==> config.mk <==
export PLATFORM = sky130hd
export DESIGN_NAME = gf2_poly_div_52bit
export DESIGN_NICKNAME = d
export VERILOG_FILES = /design/src/rtl/gf2_poly_div_52bit.sv
export SDC_FILE = /design/constraint.sdc
export NUM_CORES = 1
export LEC_CHECK = 0
export ABC_AREA = 0
export ABC_CLOCK_PERIOD_IN_PS = 1500
export CAP_MARGIN = 20
export CORE_ASPECT_RATIO = 0.8
export CORE_MARGIN = 8
export CORE_UTILIZATION = 50
export DETAILED_ROUTE_END_ITERATION = 12
export PLACE_DENSITY_LB_ADDON = 0.2
export SLEW_MARGIN = 20
export SYNTH_ARGS = -nofsm -noshare
export SYNTH_HDL_FRONTEND = slang
export SYNTH_SLANG_ARGS = --single-unit
==> constraint.sdc <==
create_clock -name clk -period 1.5 [get_ports clk]
set_input_delay 0.3 -clock clk [delete_from_list [all_inputs] [get_ports clk]]
set_output_delay 0.3 -clock clk [all_outputs]
set_load 0.02 [all_outputs]
==> src/rtl/gf2_poly_div_52bit.sv <==
`timescale 1ns/1ps
// Bit-serial GF(2)[x] long divider: dividend = quotient*divisor XOR remainder (carry-less).
// One quotient bit per cycle via a shift-left working register; invalid (non-monic) divisors flag err.
module gf2_poly_div_52bit #(
  parameter int N = 52
) (
  input  logic             clk,
  input  logic             rst_n,
  input  logic             start,
  input  logic [2*N-2:0]   dividend,
  input  logic [N-1:0]     divisor,
  output logic             busy,
  output logic             done,
  output logic             err,
  output logic [N-1:0]     quotient,
  output logic [N-2:0]     remainder
);

  localparam int CW = $clog2(N);

  typedef enum logic [1:0] {
    IDLE,
    RUN,
    FIN
  } state_t;

  state_t          state;
  logic [2*N-2:0]  w;
  logic [N-1:0]    d;
  logic [CW-1:0]   count;
  logic [2*N-2:0]  w_xor;

  // The MSB of w always sits at the degree currently being eliminated.
  always_comb begin
    w_xor = w;
    if (w[2*N-2]) begin
      w_xor[2*N-2:N-1] = w[2*N-2:N-1] ^ d;
    end
  end

  always_ff @(posedge clk or negedge rst_n) begin
    if (!rst_n) begin
      state     <= IDLE;
      busy      <= 1'b0;
      done      <= 1'b0;
      err       <= 1'b0;
      quotient  <= '0;
      remainder <= '0;
      w         <= '0;
      d         <= '0;
      count     <= '0;
    end else begin
      done <= 1'b0;
      case (state)
        IDLE: begin
          if (start) begin
            if (divisor[N-1]) begin
              w        <= dividend;
              d        <= divisor;
              quotient <= '0;
              err      <= 1'b0;
              count    <= '0;
              busy     <= 1'b1;
              state    <= RUN;
            end else begin
              quotient  <= '0;
              remainder <= '0;
              err       <= 1'b1;
              state     <= FIN;
            end
          end
        end
        RUN: begin
          quotient <= {quotient[N-2:0], w[2*N-2]};
          w        <= {w_xor[2*N-3:0], 1'b0};
          count    <= count + 1'b1;
          // After the last step the remainder occupies the bits just below the MSB.
          if (count == CW'(N-1)) begin
            remainder <= w_xor[2*N-3:N-1];
            busy      <= 1'b0;
            state     <= FIN;
          end
        end
        FIN: begin
          done  <= 1'b1;
          state <= IDLE;
        end
        default: state <= IDLE;
      endcase
    end
  end

endmodule

==> metrics.md, run 1 <==
| Metric | Value |
|---|---|
| Initial DRC Count | ~710 |
| Top Layer Used | met5 |
| H-tree lvl count | 1 |
| Slowest cell on crit path | dfrtp_1 |
| Total routed wirelength | 31.8 mm |
| Total track usage | 0.222 |
| Leak | 7.09 nW |
| Setup CP Type | flip-flop to flip-flop |
| Crit path DAT | between 1500 and 2000 ps |
| # DRC | 0 |
| Full die area | roughly 27000 um2 |
| Final ANT Viol Nets | 0 |
| Yosys warning total | 0 |
| Largest net degree at the start of global routing | between 50 and 60 |
| Root Driver | clkbuf_16 |
| Internal power | roughly 12 mW |
| # setup viols final | 14 |
| Vias | between 9000 and 10000 |
| Post-DP HPWL | around 21 mm |
| Synthesized flop and latch total | ~270 |
| Routability Congestion | between 0.8 and 0.9 |
| Worst Clk Skew | around 7.4 ps |
| Mapped Area | between 10000 and 15000 um2 |
| Final min period | roughly 1500 ps |
| Most frequent cells in the layout | nand2_1, dfrtp_1, clkdlybuf4s50_1, nor2_1, nand3_1 |
| Clock group share of total power | 0.463 |
| Setup crit end kind | flip-flop |
| Fraction of layout cells with a size suffix above 1 | 0.170 |
| P&R area growth vs syn | 36.4% |
| Post-synth net total | between 1000 and 1500 |
| I/O pin count | 264 |
| Inserted Clock Buffers | 27 |
| Distinct cells, synth | 29 |
| Avg WL per Cell | between 15 and 20 um |
| Syn Area/Cell | around 10 um2 |
| N_diodes | 0 |
| Total grt overflow | 0 |
| Max rail drop VDD | around 610 uV |
| CTS clock-pin slew for the worst setup and hold paths | around 60 ps |
| Met2 WL post-DR | approximately 15 mm |
| Sequential-to-total area share from yosys stat | 0.604 |
| Setup ws final | -38.9 ps |
| Commonest non-fill, non-tap cell in the layout | nand2_1 |
| Antenna violations before repair | 2 |
| Worst-Margin Slew | around 470 ps |
| Hold Fails Final Rpt | 0 |
| Failing checks | negative setup slack |
| Final core utilization | 0.699 |
| CTS max path bufs | 3 |
| # fillers | roughly 1700 |
| Via-to-Cell Ratio | ~5.5 |
| Status | finished with violations |
| Worst setup path start | count[1]$_DFFE_PN0P_ |
| RSZ-0062 raised after global routing | true |
| Initial Utilization | 0.512 |
| Psw | ~3 mW |
| Final nets | around 1500 |
| Sequential Area | ~6700 um2 |
| DRT Pass-1 Iters | 5 |
| Worst EP required | slightly below 2000 ps |
| Sw frac | 0.205 |
| Port Buffers | 263 |
| Vias in the first global route | roughly 9500 |
| Height of the die | between 100 and 150 um |
| Tcrit/Tclk final | 1.03 |
| Die X | 183 um |
| Critical Path Start Type | flip-flop |
| Tightest Hold Check Type | input port to async pin |
| Worst relative slew slack | 0.689 |
| Worst r2r src | count[1]$_DFFE_PN0P_ |
| Pwr per Cell Area | ~970 nW/um2 |
| CP Cell Sequence | ha_4, nand4b_1, nor2_4, nand2_4, buf_12, o2bb2ai_1 |
| Logic pwr share | 0.044 |
| Register share of total power | 0.493 |
| Clock sinks | between 200 and 300 |
| Syn Inst Count | 1110 |
| Slew Limit Fails | 0 |
| Max-cap viol count | 0 |
| Core outline area | 21700 um2 |
| Worst-Skew Late Latency | approximately 520 ps |
| WL met3 | approximately 2.7 mm |
| # rows | 48 |
| CTS tree | built |
| First-pass GRT wire length | just under 50 mm |
| Fmax | ~0.65 GHz |
| Worst-path maximum fanout | 21 |
| Max incr delay on CP | roughly 410 ps |
| Area of the multi-input gates | 4180 um2 |
| Met1 Wirelength | between 10 and 15 mm |
| Dpl ws | -347 ps |
[power by group through the flow]
| stage | registers [mW] | logic, mW | clock network, mW |
|---|---|---|---|
| after floorplan | 7.37 | 0.0108 | 0 |
| after global placement | 7.36 | 0.651 | 0 |
| after detailed placement | 7.36 | 0.651 | 0 |
| after CTS | 7.23 | 0.657 | 6.90 |
| after global routing | 7.22 | 0.699 | 7.18 |
| final | 7.23 | 0.646 | 6.80 |
[path summary, 6_finish.rpt]
check / endpoint / slack, ps / cells past startpoint
setup / recovery: remainder[41]$_DFFE_PN0P_ / -40 / 6
hold / removal: quotient[18]$_DFFE_PN0P_ / 280 / 2
setup reg to reg: remainder[41]$_DFFE_PN0P_ / -40 / 6
hold reg to reg: d[31]$_DFFE_PN0P_ / 470 / 2
max in group asynchronous: count[2]$_DFFE_PN0P_ / 600 / 3
min in group clk: d[41]$_DFFE_PN0P_ / 300 / 3
[timing repair]
item                                    CTS  global route
setup buffers                             0             7
endpoints found under the setup margin  126           132
pin swaps                                 0             9
cloned                                    0             3
endpoints found under the hold margin    41             0
gates resized for setup                 375            66
hold buffers                              1             0
[critical path: cells and delay by family, from the launching register on]
| kind | cells | cell delay [ps] |
|---|---|---|
| AND/OR/NAND/NOR | 3 | 510 |
| flip-flops | 1 | 410 |
| adder cells (fa/ha/maj) | 1 | 160 |
| buffers and inverters | 1 | 190 |
| AO/OA/AOI/OAI | 1 | 170 |
[flip-flops by register name, indices dropped and copies added (netlist names)]
register / cells
w: 103
quotient: 52
d: 51
remainder: 51
count: 6
state: 2
busy: 1
done: 1
err: 1
[cells in the mapped netlist, drive strengths merged]
master | number | area (um2)
a21o | 2 | 15.0
a21oi | 1 | 5.00
a221oi | 1 | 8.76
a22o | 51 | 447
and3 | 2 | 12.5
buf | 72 | 394
clkbuf | 8 | 30.0
dfrtp | 268 | 6710
ha | 1 | 12.5
inv | 3 | 11.3
nand2 | 315 | 1180
nand2b | 2 | 12.5
nand3 | 106 | 531
nand4 | 2 | 12.5
nand4b | 1 | 8.76
nand4bb | 1 | 11.3
nor2 | 108 | 408
nor2b | 2 | 12.5
o21ai | 8 | 43.8
o21bai | 1 | 7.51
o22ai | 51 | 319
o2bb2ai | 51 | 447
xnor2 | 50 | 438
xor2 | 3 | 26.3
[layer usage]
layer / up-vias / global-route usage
met5: - / 0
met3: 53 / 0.0596
met2: 350 / 0.354
met1: 4592 / 0.299
li1: 4295 / -
met4: 4 / 0.0540
[stage by stage]
stage / hold slack [ps] / std cells / total power [mW] / TNS (ps) / area (um2)
2_1_floorplan: 4.41 / 1110 / 7.38 / 0 / 11100
3_3_place_gp: 243 / 1637 / 8.01 / -49960 / 14400
3_5_place_dp: 239 / 1637 / 8.01 / -56530 / 14400
4_1_cts: 279 / 1687 / 14.8 / 0 / 15100
5_1_grt: 305 / 1697 / 15.1 / -4910 / 15100
6_report: 280 / 1697 / 14.7 / -186 / 15100
[layout make-up]
| class | instances | share of cell area |
|---|---|---|
| Clock buffer | 39 | 0.0529 |
| Clock inverter | 10 | 0.00694 |
| Inverter | 3 | 0.000744 |
| Multi-Input combinational cell | 759 | 0.276 |
| Sequential cell | 268 | 0.443 |
| Tap cell | 300 | 0.0248 |
| Timing Repair Buffer | 318 | 0.196 |
[kinds of logic (layout without fill, tap and decap cells)]
family,count (synthesis),after routing,share of synthesized area
xor gates and xnor gates,53,53,0.0418
buffers and inverters,83,370,0.0392
adders and majority gates,1,1,0.00113
and+or+nand+nor,539,539,0.197
DFF,268,268,0.604
AOI/OAI and AO/OA,166,166,0.116
(Power assumes the default switching activity.)
==> run 2, diff against run 1 <==
--- a/config.mk
+++ b/config.mk
@@ -7,7 +7,7 @@
 export LEC_CHECK = 0
 export ABC_AREA = 0
 export ABC_CLOCK_PERIOD_IN_PS = 1500
-export CAP_MARGIN = 20
+export CAP_MARGIN = 15
 export CORE_ASPECT_RATIO = 0.8
 export CORE_MARGIN = 8
 export CORE_UTILIZATION = 50
==> results of run 2 <==
Same layout as run 1: the final DEF is identical, and so are final timing and power.
==> run 3, diff against run 2 <==
--- a/config.mk
+++ b/config.mk
@@ -11,6 +11,7 @@
 export CORE_ASPECT_RATIO = 0.8
 export CORE_MARGIN = 8
 export CORE_UTILIZATION = 50
+export CTS_CLUSTER_SIZE = 24
 export DETAILED_ROUTE_END_ITERATION = 12
 export PLACE_DENSITY_LB_ADDON = 0.2
 export SLEW_MARGIN = 20
==> results of run 3 <==
Same layout as run 1: the final DEF is identical, and so are final timing and power.
